==> config.mk <==
export PLATFORM = sky130hd
export DESIGN_NAME = pc_next_unit
export DESIGN_NICKNAME = d
export VERILOG_FILES = /design/src/rtl/pc_next_pkg.sv /design/src/rtl/pc_adder32.sv /design/src/rtl/pc_next_unit.sv
export SDC_FILE = /design/constraint.sdc
export NUM_CORES = 1
export LEC_CHECK = 0
export ABC_AREA = 1
export BUFFER_PORTS_ARGS = -buffer_cell sky130_fd_sc_hd__buf_2
export CAP_MARGIN = 5
export CELL_PAD_IN_SITES_DETAIL_PLACEMENT = 1
export CELL_PAD_IN_SITES_GLOBAL_PLACEMENT = 2
export CORE_ASPECT_RATIO = 1.2
export CORE_UTILIZATION = 31
export DETAILED_ROUTE_END_ITERATION = 12
export PLACE_DENSITY = 0.94
export SYNTH_ARGS = -nofsm -noshare
export SYNTH_HDL_FRONTEND = slang
export SYNTH_SLANG_ARGS = --single-unit
export TNS_END_PERCENT = 20
==> constraint.sdc <==
create_clock -name Clk -period 5.42 [get_ports Clk]
set_input_delay 0.813 -clock Clk [delete_from_list [all_inputs] [get_ports Clk]]
set_output_delay 0.813 -clock Clk [all_outputs]
set_load 0.005 [all_outputs]
==> src/rtl/pc_next_pkg.sv <==
// pc_next_pkg: shared state encoding and constants for the fetch-stage PC unit
package pc_next_pkg;
  typedef enum logic [1:0] {RUN, BR_WAIT, BR_HOLD} state_t;
  localparam logic [31:0] INSTR_BYTES = 32'd4;
  localparam logic [31:0] RESET_PC_DEFAULT = 32'h0000_0000;
endpackage

==> src/rtl/pc_adder32.sv <==
// pc_adder32: 32-bit wrap-around adder
module pc_adder32 (
  input  logic [31:0] a,
  input  logic [31:0] b,
  output logic [31:0] sum
);
  assign sum = a + b;
endmodule

==> src/rtl/pc_next_unit.sv <==
// pc_next_unit: fetch PC register with branch/J/JR next-PC select; PCNU_MISALIGN_CHECK_EN traps misaligned JR
module pc_next_unit
  import pc_next_pkg::*;
#(
  parameter logic [31:0] RESET_PC = RESET_PC_DEFAULT,
  parameter int          WIDTH    = 32
) (
  input  logic             Clk,
  input  logic             Rst,
  input  logic             Stall,
  input  logic             BranchTaken,
  input  logic [WIDTH-1:0] BranchBase,
  input  logic [WIDTH-1:0] ShiftedOff,
  input  logic             Jump,
  input  logic [25:0]      JumpIdx,
  input  logic             JumpReg,
  input  logic [WIDTH-1:0] JrTarget,
  output logic [WIDTH-1:0] Pc,
  output logic [WIDTH-1:0] PcPlus4,
  output logic             FetchValid,
  output logic             Flush,
`ifdef PCNU_MISALIGN_CHECK_EN
  output logic             MisalignErr,
`endif
  output logic             Busy
);
  state_t state, state_nxt;
  logic [31:0] pc_nxt, pc_inc, br_tgt, base_q, base_nxt, tgt_q, tgt_nxt, jr_tgt;
  logic fv_nxt, flush_nxt, err, err_nxt, jr_bad;
  pc_adder32 u_inc (.a(pc_nxt), .b(INSTR_BYTES), .sum(pc_inc));
  pc_adder32 u_br  (.a(base_q), .b(ShiftedOff), .sum(br_tgt));
`ifdef PCNU_MISALIGN_CHECK_EN
  assign err    = MisalignErr;
  assign jr_bad = JrTarget[1:0] != 2'b00;
  assign jr_tgt = JrTarget;
`else
  assign err    = 1'b0;
  assign jr_bad = 1'b0;
  assign jr_tgt = JrTarget & ~32'd3;
`endif
  assign Busy = state != RUN;
  always_comb begin
    state_nxt = state;
    pc_nxt    = Pc;
    base_nxt  = base_q;
    tgt_nxt   = tgt_q;
    fv_nxt    = FetchValid;
    flush_nxt = 1'b0;
    err_nxt   = err;
    case (state)
      RUN: if (!Stall) begin
        if (BranchTaken) begin
          base_nxt  = BranchBase;
          fv_nxt    = 1'b0;
          state_nxt = BR_WAIT;
        end else if (JumpReg && jr_bad) begin
          err_nxt = 1'b1;
          fv_nxt  = 1'b0;
        end else if (JumpReg) begin
          pc_nxt    = jr_tgt;
          flush_nxt = 1'b1;
          fv_nxt    = !err;
        end else if (Jump) begin
          pc_nxt    = {PcPlus4[31:28], JumpIdx, 2'b00};
          flush_nxt = 1'b1;
          fv_nxt    = !err;
        end else begin
          pc_nxt = PcPlus4;
          fv_nxt = !err;
        end
      end
      // the shifter output is only valid here, so capture it even when stalled
      BR_WAIT: begin
        tgt_nxt = br_tgt;
        if (!Stall) begin
          pc_nxt    = br_tgt;
          flush_nxt = 1'b1;
          fv_nxt    = !err;
          state_nxt = RUN;
        end else
          state_nxt = BR_HOLD;
      end
      BR_HOLD: if (!Stall) begin
        pc_nxt    = tgt_q;
        flush_nxt = 1'b1;
        fv_nxt    = !err;
        state_nxt = RUN;
      end
      default: state_nxt = RUN;
    endcase
  end
  always_ff @(posedge Clk or posedge Rst)
    if (Rst) begin
      state      <= RUN;
      Pc         <= RESET_PC;
      PcPlus4    <= RESET_PC + INSTR_BYTES;
      FetchValid <= 1'b0;
      Flush      <= 1'b0;
      base_q     <= '0;
      tgt_q      <= '0;
    end else begin
      state      <= state_nxt;
      Pc         <= pc_nxt;
      PcPlus4    <= pc_inc;
      FetchValid <= fv_nxt;
      Flush      <= flush_nxt;
      base_q     <= base_nxt;
      tgt_q      <= tgt_nxt;
    end
`ifdef PCNU_MISALIGN_CHECK_EN
  always_ff @(posedge Clk or posedge Rst)
    if (Rst) MisalignErr <= 1'b0;
    else     MisalignErr <= err_nxt;
`else
  logic unused_err;
  assign unused_err = err_nxt;
`endif
endmodule
# ---- After elaboration in Yosys (flattened, before gate mapping)
# Index checks and enable logic that the tools add are counted.
dict set report classes {
  n_addsub 2
  eq_ne 6
  n_mux 22
  n_bitwise 1
  reduce_logical 7
}
# cell count
set op_table {}
lappend op_table {{$mux 32} 5}
lappend op_table {{$pmux 32 s3} 1}
lappend op_table {{$add 32x3->32 const B} 1}
lappend op_table {{$add 32x32->32} 1}
lappend op_table {{$mux 28} 1}
lappend op_table {{$reduce_and 3->1} 3}
lappend op_table {{$mux 1} 8}
lappend op_table {{$mux 2} 4}
lappend op_table {{$ne 2x2->1 const B} 4}
lappend op_table {{$pmux 2 s3} 1}
lappend op_table {{$pmux 1 s2} 2}
lappend op_table {{$reduce_bool 2->1} 2}
lappend op_table {{$eq 2x1->1 const B} 1}
lappend op_table {{$eq 2x2->1 const B} 1}
lappend op_table {{$logic_not 2->1} 1}
lappend op_table {{$reduce_or 2->1} 1}
lappend op_table {{$not 1->1} 1}
dict set report word_totals {
  ff_bits 132
  input_bits 128
  output_inout_bits 67
  wordCells 45
}

# ---- Depth between registers and ports, before layout
# Gate-level depths: netlist of the first run.
dict set report depth {
  depth_word 6
  ltp_mapped 23
  depth_no_buf 22
}

# ---- Modules after synthesis
# A second synthesis of the first run with hierarchy kept.
dict set report unflattened {
  hier_cells 1839
  hier_area_um2 11119.4
}
# mod instances cells_each area_each_um2 seq_area_each_um2
set by_module_without_submodules {}
lappend by_module_without_submodules {pc_next_unit 1 854 6411.1 3304.4}
lappend by_module_without_submodules {{pc_adder32 (u_br)} 1 494 2384.8 0.0}
lappend by_module_without_submodules {{pc_adder32 (u_inc)} 1 491 2323.5 0.0}

# ---- Least setup slack after synthesis of the first run
# OpenSTA, ideal clock, no wires.
dict set report synth_path {
  kind {input -> register}
  start {input port ShiftedOff[0]}
  end {register PcPlus4[24]}
  setup_ns 0.117
  arrival_ns 3.042
  t_required_ns 5.303
  path_slack_ns 2.262
  stages 18
  path_buffers 0
  cell_sequence {ha_1 -> fa_1 -> xnor2_1 -> o21ai_0 -> nand2_1 -> nand3_1 -> nand2_2 -> inv_2 -> ha_1 -> nand3_1 -> nor2_2 -> nand3_2 -> nor2_4 -> nand2_2 -> nor2_1 -> nand2_1 -> nand2_1 -> nand2_1}
}
dict set report synth_between {
  elab_chain_cells 4
}
# element line_no
set synth_lines {}
lappend synth_lines {{from (decl)} pc_next_unit.sv:13} ;# input logic [WIDTH-1:0] ShiftedOff,
lappend synth_lines {{$add 32x32->32} pc_adder32.sv:7} ;# assign sum = a + b;
lappend synth_lines {{$mux 32} pc_next_unit.sv:75} ;# if (!Stall) begin
lappend synth_lines {{$pmux 32 s3} pc_next_unit.sv:50} ;# case (state)
lappend synth_lines {{net pc_nxt[2]} pc_next_unit.sv:28} ;# logic [31:0] pc_nxt, pc_inc, br_tgt, base_q, base_nxt, tgt_q, tgt_nxt, jr_tgt;
lappend synth_lines {{$add 32x3->32} pc_adder32.sv:7}
lappend synth_lines {{net pc_inc[24]} pc_next_unit.sv:28}
lappend synth_lines {{to (signal assigned)} pc_next_unit.sv:96} ;# PcPlus4 <= RESET_PC + INSTR_BYTES;
lappend synth_lines {{to (signal assigned)} pc_next_unit.sv:104} ;# PcPlus4 <= pc_inc;
lappend synth_lines {{to (decl)} pc_next_unit.sv:19} ;# output logic [WIDTH-1:0] PcPlus4,
# The timed path passes the listed nets, and every way through them passes these cells.
# A chain may end at the register's enable or synchronous reset.

# ---- Worst setup path in the final report of the first run
dict set report layout_path {
  start {register state[0]}
  end {register PcPlus4[28]}
}
dict set report layout_between {
  elab_chain_cells 3
  elab_cells_between_ends 5
  classes_between {add/sub (1); eq/ne (2); mux (1); reduce/logical (1)}
}
# element line_no
set layout_lines {}
lappend layout_lines {{from (decl)} pc_next_unit.sv:27} ;# state_t state, state_nxt;
lappend layout_lines {{from (signal assigned)} pc_next_unit.sv:102} ;# state <= state_nxt;
lappend layout_lines {{$eq 2x2->1, or another cell as far along} pc_next_unit.sv:50}
lappend layout_lines {{$pmux 32 s3 (*)} pc_next_unit.sv:50}
lappend layout_lines {{net pc_nxt[3]} pc_next_unit.sv:28}
lappend layout_lines {{$add 32x3->32 (*)} pc_adder32.sv:7}
lappend layout_lines {{net pc_inc[28]} pc_next_unit.sv:28}
# Mark *: on every way through the listed nets, which the timed path passes. The rest lies on a longest branch.

==> results of run 1 <==
worst max path at each step:
stage / depth (start not counted) / endpoint
2_1_floorplan: 1 / FetchValid
3_3_place_gp: 19 / PcPlus4[28]
3_5_place_dp: 19 / PcPlus4[25]
4_1_cts: 15 / PcPlus4[28]
5_1_grt: 15 / PcPlus4[28]
6_report: 15 / PcPlus4[28]
registers in the layout, indices dropped and copies added, names as in the netlist, named ones only:
register / cells
tgt_q: 32
base_q: 32
Pc: 30
FetchValid: 1
state: 2
PcPlus4: 30
Flush: 1
cells in the mapped netlist (16+ instances only):
library cell  instances  area, µm²
nand2_1             526       1974
nand3_2              17      170.2
nand2_2              23      143.9
dfrtp_1             129       3228
buf_2                21      105.1
o21ai_0              29      145.1
nor2_1              107      401.6
a21oi_1              66      330.3
ha_1                 36      450.4
inv_1               202      758.2
nor3_1               18      90.09
mux2_2               32      360.4
xor2_1               18      157.7
buf_4                16      120.1
o211ai_1             21      157.7
a31oi_1              25      156.4
nand3_1             116      580.6
worst max-delay path, stage by stage (launching register included):
cell and delay (ns):
dfrtp_1 0.40, ha_1 0.20, buf_4 0.28, inv_1 0.77, nor2_1 0.14, a21oi_1 0.21, ha_1 0.21, nand3_1 0.12
nor2_2 0.21, nand3_2 0.15, nor2_4 0.18, nand2_2 0.12, nor2_4 0.15, nand3_1 0.08, nand2_1 0.07, inv_1 0.04
power by group through the flow:
stage | Sequential, mW | Combinational [mW] | Clock, mW
global route | 1.93 | 4.94 | 1.17
CTS | 1.86 | 4.41 | 1.14
global placement | 1.85 | 4.24 | 0
finish | 1.86 | 4.36 | 1.11
floorplan | 1.78 | 3.12 | 0
detailed placement | 1.87 | 4.38 | 0
metrics by stage:
| stage | hold WS (ns) | cells | worst slack (ns) |
|---|---|---|---|
| 6_report | 0.4908 | 2116 | 1.947 |
| 4_1_cts | 0.4919 | 2116 | 1.953 |
| 2_1_floorplan | 0.4494 | 1534 | 1.139 |
| 3_5_place_dp | 0.4762 | 2087 | 1.614 |
| 5_1_grt | 0.5253 | 2116 | 1.683 |
| 3_3_place_gp | 0.4672 | 2087 | 1.681 |
kinds of logic after synthesis:
group                      Yosys count  synth area share, %
AOI/OAI and AO/OA                  171                10.13
xor gates and xnor gates            21                1.786
adders and majority gates           37                4.568
buffers and inverters              277                11.39
DFF                                130                31.60
muxes                               32                3.499
and+or+nand+nor                    866                37.03
metal layers:
metal | track usage (%) | vias up | routed length (µm)
met5 | 0 | - | 0
met4 | 8.604 | 0 | 937
met3 | 3.029 | 42 | 1226
met2 | 36.75 | 207 | 17260
met1 | 27.48 | 4880 | 16140
li1 | - | 5180 | -
layout make-up:
type	count	area [µm²]
multi-input combinational	1127	5874
inverter	220	830.8
clock inverter	5	52.55
clock buffer	24	501.7
timing repair buffer	203	1044
fill	4218	20360
tap	407	509.2
sequential	130	3254
==> metrics.md, run 1 <==
| Metric | Value |
|---|---|
| Outcome | `finished, final reports clean` |
| Avg WL per Cell | `16.81 µm` |
| PwrDens | `just over 600 nW/µm²` |
| Reg2Reg Depth | `15` |
| Slew HR | `36.14%` |
| Worst-path maximum fanout | `43` |
| Die height | `201.7 µm` |
| Ports | `195` |
| Lkg Pwr | `6.415 nW` |
| Pre-antenna DRT Iters | `4` |
| Min cycle time layout | `3.473 ns` |
| Seq/Total Area, Yosys | `31.60%` |
| Most frequent cells in the layout | `nand2_1 (526), inv_1 (201), buf_2 (192)` |
| R2R setup slack | `1.95 ns` |
| CTS max path bufs | `2` |
| Final Hold Fails | `0` |
| Clk network pwr share | `15.1%` |
| WL final | `35.57 mm` |
| Num CTS Buffers | `17` |
| Slew Limit Fails | `0` |
| Cell Int Power | `~3.7 mW` |
| Hold Buf Count CTS | `0` |
| Hold endpoint | `tgt_q[31]` |
| Post-synth design cell area | `10,300 µm²` |
| Sequential share of power | `25.4%` |
| Total track usage | `21.63%` |
| Reg clk slew, reported paths | `approximately 0.05 ns` |
| RSZ-0062 raised after global routing | `no` |
| Clock Latency Late Sink | `0.44 ns` |
| CTS resizes | `0` |
| DP Area | `11,510 µm²` |
| Max-cap violations | `0` |
| First-pass GRT wire length | `between 50 and 60 mm` |
| Max Clock Freq | `approximately 290 MHz` |
| Initial DRC Count | `around 480` |
| Vias | `~10,000` |
| P_sw | `3.633 mW` |
| HP Start | `tgt_q[31]` |
| Number of flops mapped to enable cells by yosys | `0` |
| Most common cell after layout, fill and taps aside | `nand2_1` |
| N_diodes | `0` |
| Setup_tns | `0 ns` |
| Combinational fraction of design power | `59.4%` |
| Sw Ratio | `49.54%` |
| Total power draw | `7.334 mW` |
| Largest net degree at the start of global routing | `57` |
| DRC | `0` |
| TritonCTS clock tree | `done` |
| Synthesis-to-finish area growth | `17.15%` |
| Mean Syn Cell Area | `6.714 µm²` |
| Layout Utilization | `37.21%` |
| Root Buffer Master | `clkbuf_16` |
| Hold path depth | `2` |
| Layout cells sized above 1 | `21.65%` |
| Vias per Instance | `4.872` |
| Core area | `about 32,000 µm²` |
| Worst Path Required | `roughly 5.8 ns` |
| Tcrit/Tclk final | `64.08%` |
| Final setup viols | `0` |
| Cells after synthesis | `1,534` |
| Worst vdd ir | `195.3 µV` |
| Post-CTS Setup Bufs | `0` |
| Routability cong. | `about 0.86` |
| IO buf count | `192` |
| Vias in the first global route | `between 10,000 and 15,000` |
| Post-route cell area | `12,070 µm²` |
| Post-route ant nets | `0` |
| Synthesized net count | `1,699` |
| Fraction of registers with async set/reset | `100.0%` |
| Initial Util | `31.76%` |
| CP endpoint kind | `flip-flop` |
| Post-synthesis register bit count | `between 100 and 150` |
| Critical Setup Path Class | `reg -> reg` |
| Worst reg2reg startpoint | `state[0]` |
| CTS HTree Levels | `4` |
| Data arrival, critical path | `about 3.8 ns` |
| Unique masters post-synth | `50` |
| Startpoint Class | `flip-flop` |
| Worst Hold Class | `reg -> reg` |
| Die area | `roughly 34,000 µm²` |
| CP Launch Point | `state[0]` |
| Final Skew | `0.01039 ns` |
| Clock Sink Count | `between 100 and 150` |
| Final HPWL DP | `28.62 mm` |
| GRT overflow | `0` |
| Antenna violations before repair | `0` |
| Layout Nets | `1,864` |
| Cell Rows | `72` |
| Slew at the pin with the worst max-slew slack | `between 0.9 and 1 ns` |
| Yosys warning count | `0` |
| Die width | `around 170 µm` |
| Ys flop type | `dfrtp_1` |
| FF-to-FF End | `PcPlus4[28]` |
Note: power is estimated with default switching activity, not from simulation.
==> run 2: changes to the inputs <==
- CORE_UTILIZATION: 31 -> 28
- PLACE_DENSITY: 0.94 -> 0.9
- clock period: 5.42 -> 3.1 ns (I/O delays scaled with it)
==> run 2 against run 1 <==
Net effect: first-iteration DRC count down 9.9%; die area up 11%; routed wire length rose by 4.5%; hold slack lost 0.25 ns; highest routed layer unchanged.
==> metrics.md, run 2 (synthesis results as in run 1) <==
| Metric | Value |
|---|---|
| Root Buffer Master | `clkbuf_16` |
| Final Skew | `0.01167 ns (+0.001283 ns)` |
| P_sw | `6.646 mW (+83%)` |
| Worst-path maximum fanout | `5 (-88%)` |
| Startpoint Class | `flip-flop` |
| Core area | `36,040 µm² (+11%)` |
| Worst Hold Class | `in -> async` |
| Critical Setup Path Class | `reg -> reg` |
| Lkg Pwr | `6.708 nW (+4.6%)` |
| Layout Utilization | `35.40% (-1.8 points)` |
| DRC | `0 (unchanged)` |
| WL met1 | `16.59 mm (+2.8%)` |
| Sequential share of power | `24.2% (-1.2 points)` |
| Top Layer Used | `met4` |
| Post-route cell area | `12,760 µm² (+5.7%)` |
| Clock Latency Late Sink | `0.44 ns (about the same)` |
| Worst Path Required | `3.43 ns (-2.32 ns)` |
| Largest net degree at the start of global routing | `131 (+130%)` |
| Slew at the pin with the worst max-slew slack | `0.7647 ns (-0.1921 ns)` |
| Clk network pwr share | `14.6% (-0.5 points)` |
| Combinational fraction of design power | `61.2% (+1.8 points)` |
| Die width | `177.1 µm (+5.2%)` |
| Placement Setup Slack | `-0.08555 ns (-1.700 ns)` |
| Most frequent cells in the layout | `nand2_1 (517), inv_1 (201), buf_2 (192)` |
| Data arrival, critical path | `3.20 ns (-0.60 ns)` |
| Final setup viols | `0 (unchanged)` |
| Cell Rows | `76 (+5.6%)` |
| Clock Sink Count | `130 (unchanged)` |
| Initial DRC Count | `435 (-9.9%)` |
| TritonCTS clock tree | `done` |
| Layout cells sized above 1 | `26.78% (+5.1 points)` |
| Most common cell after layout, fill and taps aside | `nand2_1` |
| Slew HR | `49.02% (+13 points)` |
| Max Clock Freq | `347.4 MHz (+21%)` |
| Vias in the first global route | `10,970 (+2.8%)` |
| N_diodes | `0 (unchanged)` |
| Ports | `195 (unchanged)` |
| Post-route ant nets | `0 (unchanged)` |
| Final Hold Fails | `0 (unchanged)` |
| Max-cap violations | `0 (unchanged)` |
| Avg WL per Cell | `16.64 µm (-1.0%)` |
| Die area | `37,560 µm² (+11%)` |
| Biggest registers after layout | `base_q x32, tgt_q x32` |
| Final HPWL DP | `29.80 mm (+4.1%)` |
| Worst vdd ir | `410.2 µV (+110%)` |
| Slew Limit Fails | `0 (unchanged)` |
| Antenna violations before repair | `0 (unchanged)` |
| First-pass GRT wire length | `59.02 mm (+3.0%)` |
| Reg clk slew, reported paths | `0.06 ns (about the same)` |
| Vias per Instance | `4.711 (-3.3%)` |
| Met3 routed WL | `1.398 mm (+14%)` |
| CP endpoint kind | `flip-flop` |
| Routability cong. | `0.8494 (-1.2%)` |
| Vias | `10,530 (+2.1%)` |
| PwrDens | `1064 nW/µm² (+75%)` |
| Met2 wire length | `18.37 mm (+6.4%)` |
| GRT overflow | `0 (unchanged)` |
| Tcrit/Tclk final | `92.85% (+29 points)` |
| Die height | `212.1 µm (+5.2%)` |
| Total power draw | `13.58 mW (+85%)` |
| Min cycle time layout | `2.878 ns (-0.5947 ns)` |
| DP Area | `12,030 µm² (+4.5%)` |
| WL final | `37.17 mm (+4.5%)` |
| CTS HTree Levels | `4 (unchanged)` |
| Sw Ratio | `48.94% (-0.60 points)` |
| CTS max path bufs | `2 (unchanged)` |
| Pre-antenna DRT Iters | `4 (unchanged)` |
| Outcome | `finished, final reports clean` |
| Initial Util | `28.58% (-3.2 points)` |
| IO buf count | `192 (unchanged)` |
| Num CTS Buffers | `17 (unchanged)` |
| Hold WS | `0.2442 ns (-0.2466 ns)` |
| Total track usage | `20.33% (-1.3 points)` |
| Setup ws final | `0.2216 ns (-1.725 ns)` |
| Cell Int Power | `6.934 mW (+87%)` |
| Layout Nets | `1,918 (+2.9%)` |
| Synthesis-to-finish area growth | `23.87%` |
==> run 2: through the flow <==
stage | setup TNS (ns) | cells
5_1_grt | -0.01292 | 2234
3_3_place_gp | -0.2655 | 2200
2_1_floorplan | 0 | 1534
3_5_place_dp | -0.6485 | 2200
4_1_cts | 0 | 2232
6_report | 0 | 2234
==> run 2: timing repair <==
action / CTS / global route
resized for setup: 0 / 50
hold endpoints to repair: 0 / 0
buffers inserted: 0 / 2
endpoints found under the setup margin: 0 / 14
hold buffers: 0 / 0
==> run 2: worst paths after layout <==
check / startpoint / endpoint / slack [ns] / cells past startpoint
worst max-delay path: base_q[2] / PcPlus4[25] / 0.22 / 19
worst min-delay path: Rst / PcPlus4[4] / 0.24 / 3
worst max register to register: base_q[2] / PcPlus4[25] / 0.22 / 19
worst min register to register: tgt_q[3] / tgt_q[3] / 0.49 / 2
max in group asynchronous: Rst / base_q[7] / 2.27 / 3
min in group Clk: BranchBase[25] / base_q[25] / 0.26 / 2
==> run 2: worst max-delay path, cell delays in order (launching register included) <==
cell	delay (ns)
dfrtp_1	0.38
ha_1	0.33
buf_4	0.16
nand2_1	0.05
nand3_1	0.06
nand3_1	0.11
nand2_2	0.12
nand2_1	0.08
nand2_1	0.18
nand2_1	0.11
nand3_1	0.13
nand3_2	0.10
a21oi_2	0.21
nand2_1	0.08
nor2_1	0.13
nand2_2	0.10
nor2_4	0.20
nand3_1	0.09
nand2_1	0.07
nand2_1	0.05
==> run 2: final cells by class <==
cell class,instances,area [µm²]
Multi-Input combinational cell,1127,6021
Sequential cell,130,3254
Timing Repair Buffer,257,1499
Tap cell,468,585.6
Fill cell,4631,23280
Clock inverter,10,82.58
Clock buffer,22,484.2
Inverter,220,832.0
==> run 2: per-layer routing <==
layer | vias to the layer above | track usage [%]
li1 | 5295 | -
met3 | 44 | 3.076
met1 | 4996 | 25.33
met2 | 190 | 35.94
met5 | - | 0
met4 | 0 | 5.737
==> run 2: power groups by stage <==
stage               registers (mW)  logic (mW)  clock network (mW)
CTS                           3.29        8.20                2.03
floorplan                     3.11        5.45                   0
finish                        3.28        8.31                1.98
global placement              3.26        7.91                   0
detailed placement            3.30        8.14                   0
global route                  3.40        9.39                2.08
==> run 3: changes to the inputs <==
- BUFFER_PORTS_ARGS: -buffer_cell sky130_fd_sc_hd__buf_2 -> not set
- CORE_UTILIZATION: 28 -> 32
- DONT_BUFFER_PORTS: not set -> 1
- PLACE_DENSITY: 0.9 -> 0.89
==> run 3 against run 2 <==
Net effect: the flow now finishes with violations (design-rule violations); worst setup slack got worse by 0.016 ns; clock power is 2% higher; sequential power up 3%; critical endpoint unchanged; critical path depth is 1 lower; sequential share of layout area grew 2.9 points; maximum frequency is 0.54% lower; clock skew barely moved; critical path type unchanged; combinational power fell by 12%; via count decreased by 7.3%.
==> metrics.md, run 3 (synthesis results as in run 1) <==
| Metric | Value |
|---|---|
| Sw Ratio | `49.70% (+0.76 points)` |
| Worst Path Required | `3.42 ns (about the same)` |
| Clock Latency Late Sink | `0.44 ns (about the same)` |
| Die area | `32,910 µm² (-12%)` |
| Largest net degree at the start of global routing | `131 (unchanged)` |
| Max Clock Freq | `345.5 MHz (-0.54%)` |
| CP Cell Sequence | `ha_1 > nand2_1 > inv_1 > nand3_1 > nand2_1 > nand2_1 > nand2_1 > nand2_1 > nand3_1 > nand3_2 > a21oi_2 > nand2_1 > nor2_1 > nand2_2 > nor2_4 > nand3_1 > nand2_1 > nand2_1` |
| Vias | `9,752 (-7.3%)` |
| Die height | `198.5 µm (-6.4%)` |
| Sequential share of power | `26.7% (+2.5 points)` |
| Initial Util | `32.66% (+4.1 points)` |
| Setup ws final | `0.2060 ns (-0.01557 ns)` |
| Die width | `165.8 µm (-6.4%)` |
| Root Buffer Master | `clkbuf_16` |
| Hold Buf Count CTS | `0 (unchanged)` |
| Post-route ant nets | `0 (unchanged)` |
| Slew HR | `52.34% (+3.3 points)` |
| Startpoint Class | `flip-flop` |
| Initial DRC Count | `432 (-0.69%)` |
| DRC | `15 (+15)` |
| Final Hold Fails | `0 (unchanged)` |
| Clk network pwr share | `15.9% (+1.3 points)` |
| Lkg Pwr | `5.771 nW (-14%)` |
| Multi-input gate area | `5959 µm² (-1.0%)` |
| Most frequent cells in the layout | `nand2_1 (522), inv_1 (200), dfrtp_1 (129)` |
| Slew Limit Fails | `0 (unchanged)` |
| Synthesis-to-finish area growth | `11.13%` |
| FILL cells | `3,997 (-14%)` |
| Combinational fraction of design power | `57.5% (-3.7 points)` |
| Biggest registers after layout | `base_q x32, tgt_q x32` |
| Final Skew | `0.01165 ns (-0.00001490 ns)` |
| Placement Setup Slack | `-0.006709 ns (+0.07884 ns)` |
| Slew at the pin with the worst max-slew slack | `0.7148 ns (-0.04986 ns)` |
| Critical Setup Path Class | `reg -> reg` |
| Avg WL per Cell | `17.79 µm (+6.9%)` |
| WL final | `34.61 mm (-6.9%)` |
| Outcome | `finished with violations` |
| Final HPWL DP | `27.88 mm (-6.5%)` |
| N_diodes | `0 (unchanged)` |
| Reg clk slew, reported paths | `0.06 ns (about the same)` |
| CP most frequent cell | `nand2_1` |
| Total power draw | `12.70 mW (-6.5%)` |
| Max incr delay on CP | `0.39 ns (about the same)` |
| Layout cells sized above 1 | `15.03% (-12 points)` |
| Worst path slowest cell | `ha_1` |
| Most common cell after layout, fill and taps aside | `nand2_1` |
| Pre-antenna DRT Iters | `8 (+4)` |
| Tcrit/Tclk final | `93.35% (+0.50 points)` |
| RSZ-0062 raised after global routing | `yes` |
| Cell Int Power | `6.386 mW (-7.9%)` |
| Final setup viols | `0 (unchanged)` |
| Total track usage | `21.87% (+1.5 points)` |
| CTS max path bufs | `2 (unchanged)` |
| R2R setup slack | `0.21 ns (-0.02 ns)` |
| Max-cap violations | `0 (unchanged)` |
| Clock Sink Count | `130 (unchanged)` |
| CTS HTree Levels | `4 (unchanged)` |
| Num CTS Buffers | `17 (unchanged)` |
| TritonCTS clock tree | `done` |
| Vias per Instance | `5.014 (+6.4%)` |
| Layout Nets | `1,697 (-12%)` |
| Ports | `195 (unchanged)` |
| Failing checks | `design-rule violations` |
| First-pass GRT wire length | `56.04 mm (-5.1%)` |
| Worst Hold Class | `in -> async` |
| Reg area | `3254 µm² (unchanged)` |
| Antenna violations before repair | `0 (unchanged)` |
| GRT overflow | `0 (unchanged)` |
| Vias in the first global route | `10,140 (-7.5%)` |
| Routability cong. | `0.8554 (+0.71%)` |
| Worst-path maximum fanout | `5 (unchanged)` |
| Data arrival, critical path | `3.21 ns (about the same)` |
| Min cycle time layout | `2.894 ns (+0.01557 ns)` |
| CP endpoint kind | `flip-flop` |
| Cell Rows | `71 (-6.6%)` |
| Worst vdd ir | `365.7 µV (-11%)` |
| IO buf count | `0 (-100%)` |
| PwrDens | `1109 nW/µm² (+4.2%)` |
| P_sw | `6.309 mW (-5.1%)` |
| Core area | `31,540 µm² (-12%)` |
[run 3: worst max-delay path, delay by kind of cell (launching register included)]
kind	cells	cell delay (ns)
AOI/OAI and AO/OA	1	0.20
adders and majority gates	1	0.39
buffers and inverters	1	0.09
DFF	1	0.38
and+or+nand+nor	15	1.71
[run 3: timing repair]
action,CTS,global route
setup endpoints to repair,0,16
buffers inserted,0,1
resized for setup,0,32
[run 3: cell type report]
class	instances	area share, %
clock buffer	27	4.657
sequential	130	28.43
tap	401	4.383
multi-input combinational	1127	52.07
inverter	220	7.269
clock inverter	4	0.3935
timing repair buffer	36	2.798
[run 3: routing by layer]
layer | up-vias | global-route usage (%) | share of wire (%)
met5 | - | 0 | 0
met2 | 204 | 38.43 | 48
met4 | 0 | 7.754 | 2.6
met3 | 36 | 4.158 | 5.0
li1 | 4855 | - | -
met1 | 4657 | 26.68 | 44
[run 3: per-stage QoR]
step                      area (µm²)  util [%]  instances  hold WS (ns)  setup TNS (ns)
after floorplan                10300         -       1534        0.4494               0
after global placement         10780     34.17       1913        0.4682               0
after detailed placement       10780     34.17       1913        0.4715       -0.006709
after CTS                      11350     36.00       1944        0.1580               0
after global routing           11450     36.29       1945        0.1677         -0.1504
final                          11450     36.29       1945        0.1210               0
[run 3: worst paths after layout]
kind | depth (start not counted) | from | endpoint
max | 18 | base_q[4] | PcPlus4[25]
max in group asynchronous | 2 | Rst | Pc[25]
max reg2reg | 18 | base_q[4] | PcPlus4[25]
min in group Clk | 1 | BranchBase[5] | base_q[5]
min reg2reg | 2 | tgt_q[5] | tgt_q[5]
min | 2 | Rst | PcPlus4[4]
[run 3: power by group through the flow]
stage	sequential, mW	combinational, mW	clock (mW)
floorplan	3.11	5.45	0
global placement	3.38	6.97	0
detailed placement	3.41	7.19	0
CTS	3.39	7.24	2.06
global route	3.49	8.30	2.11
finish	3.39	7.29	2.02
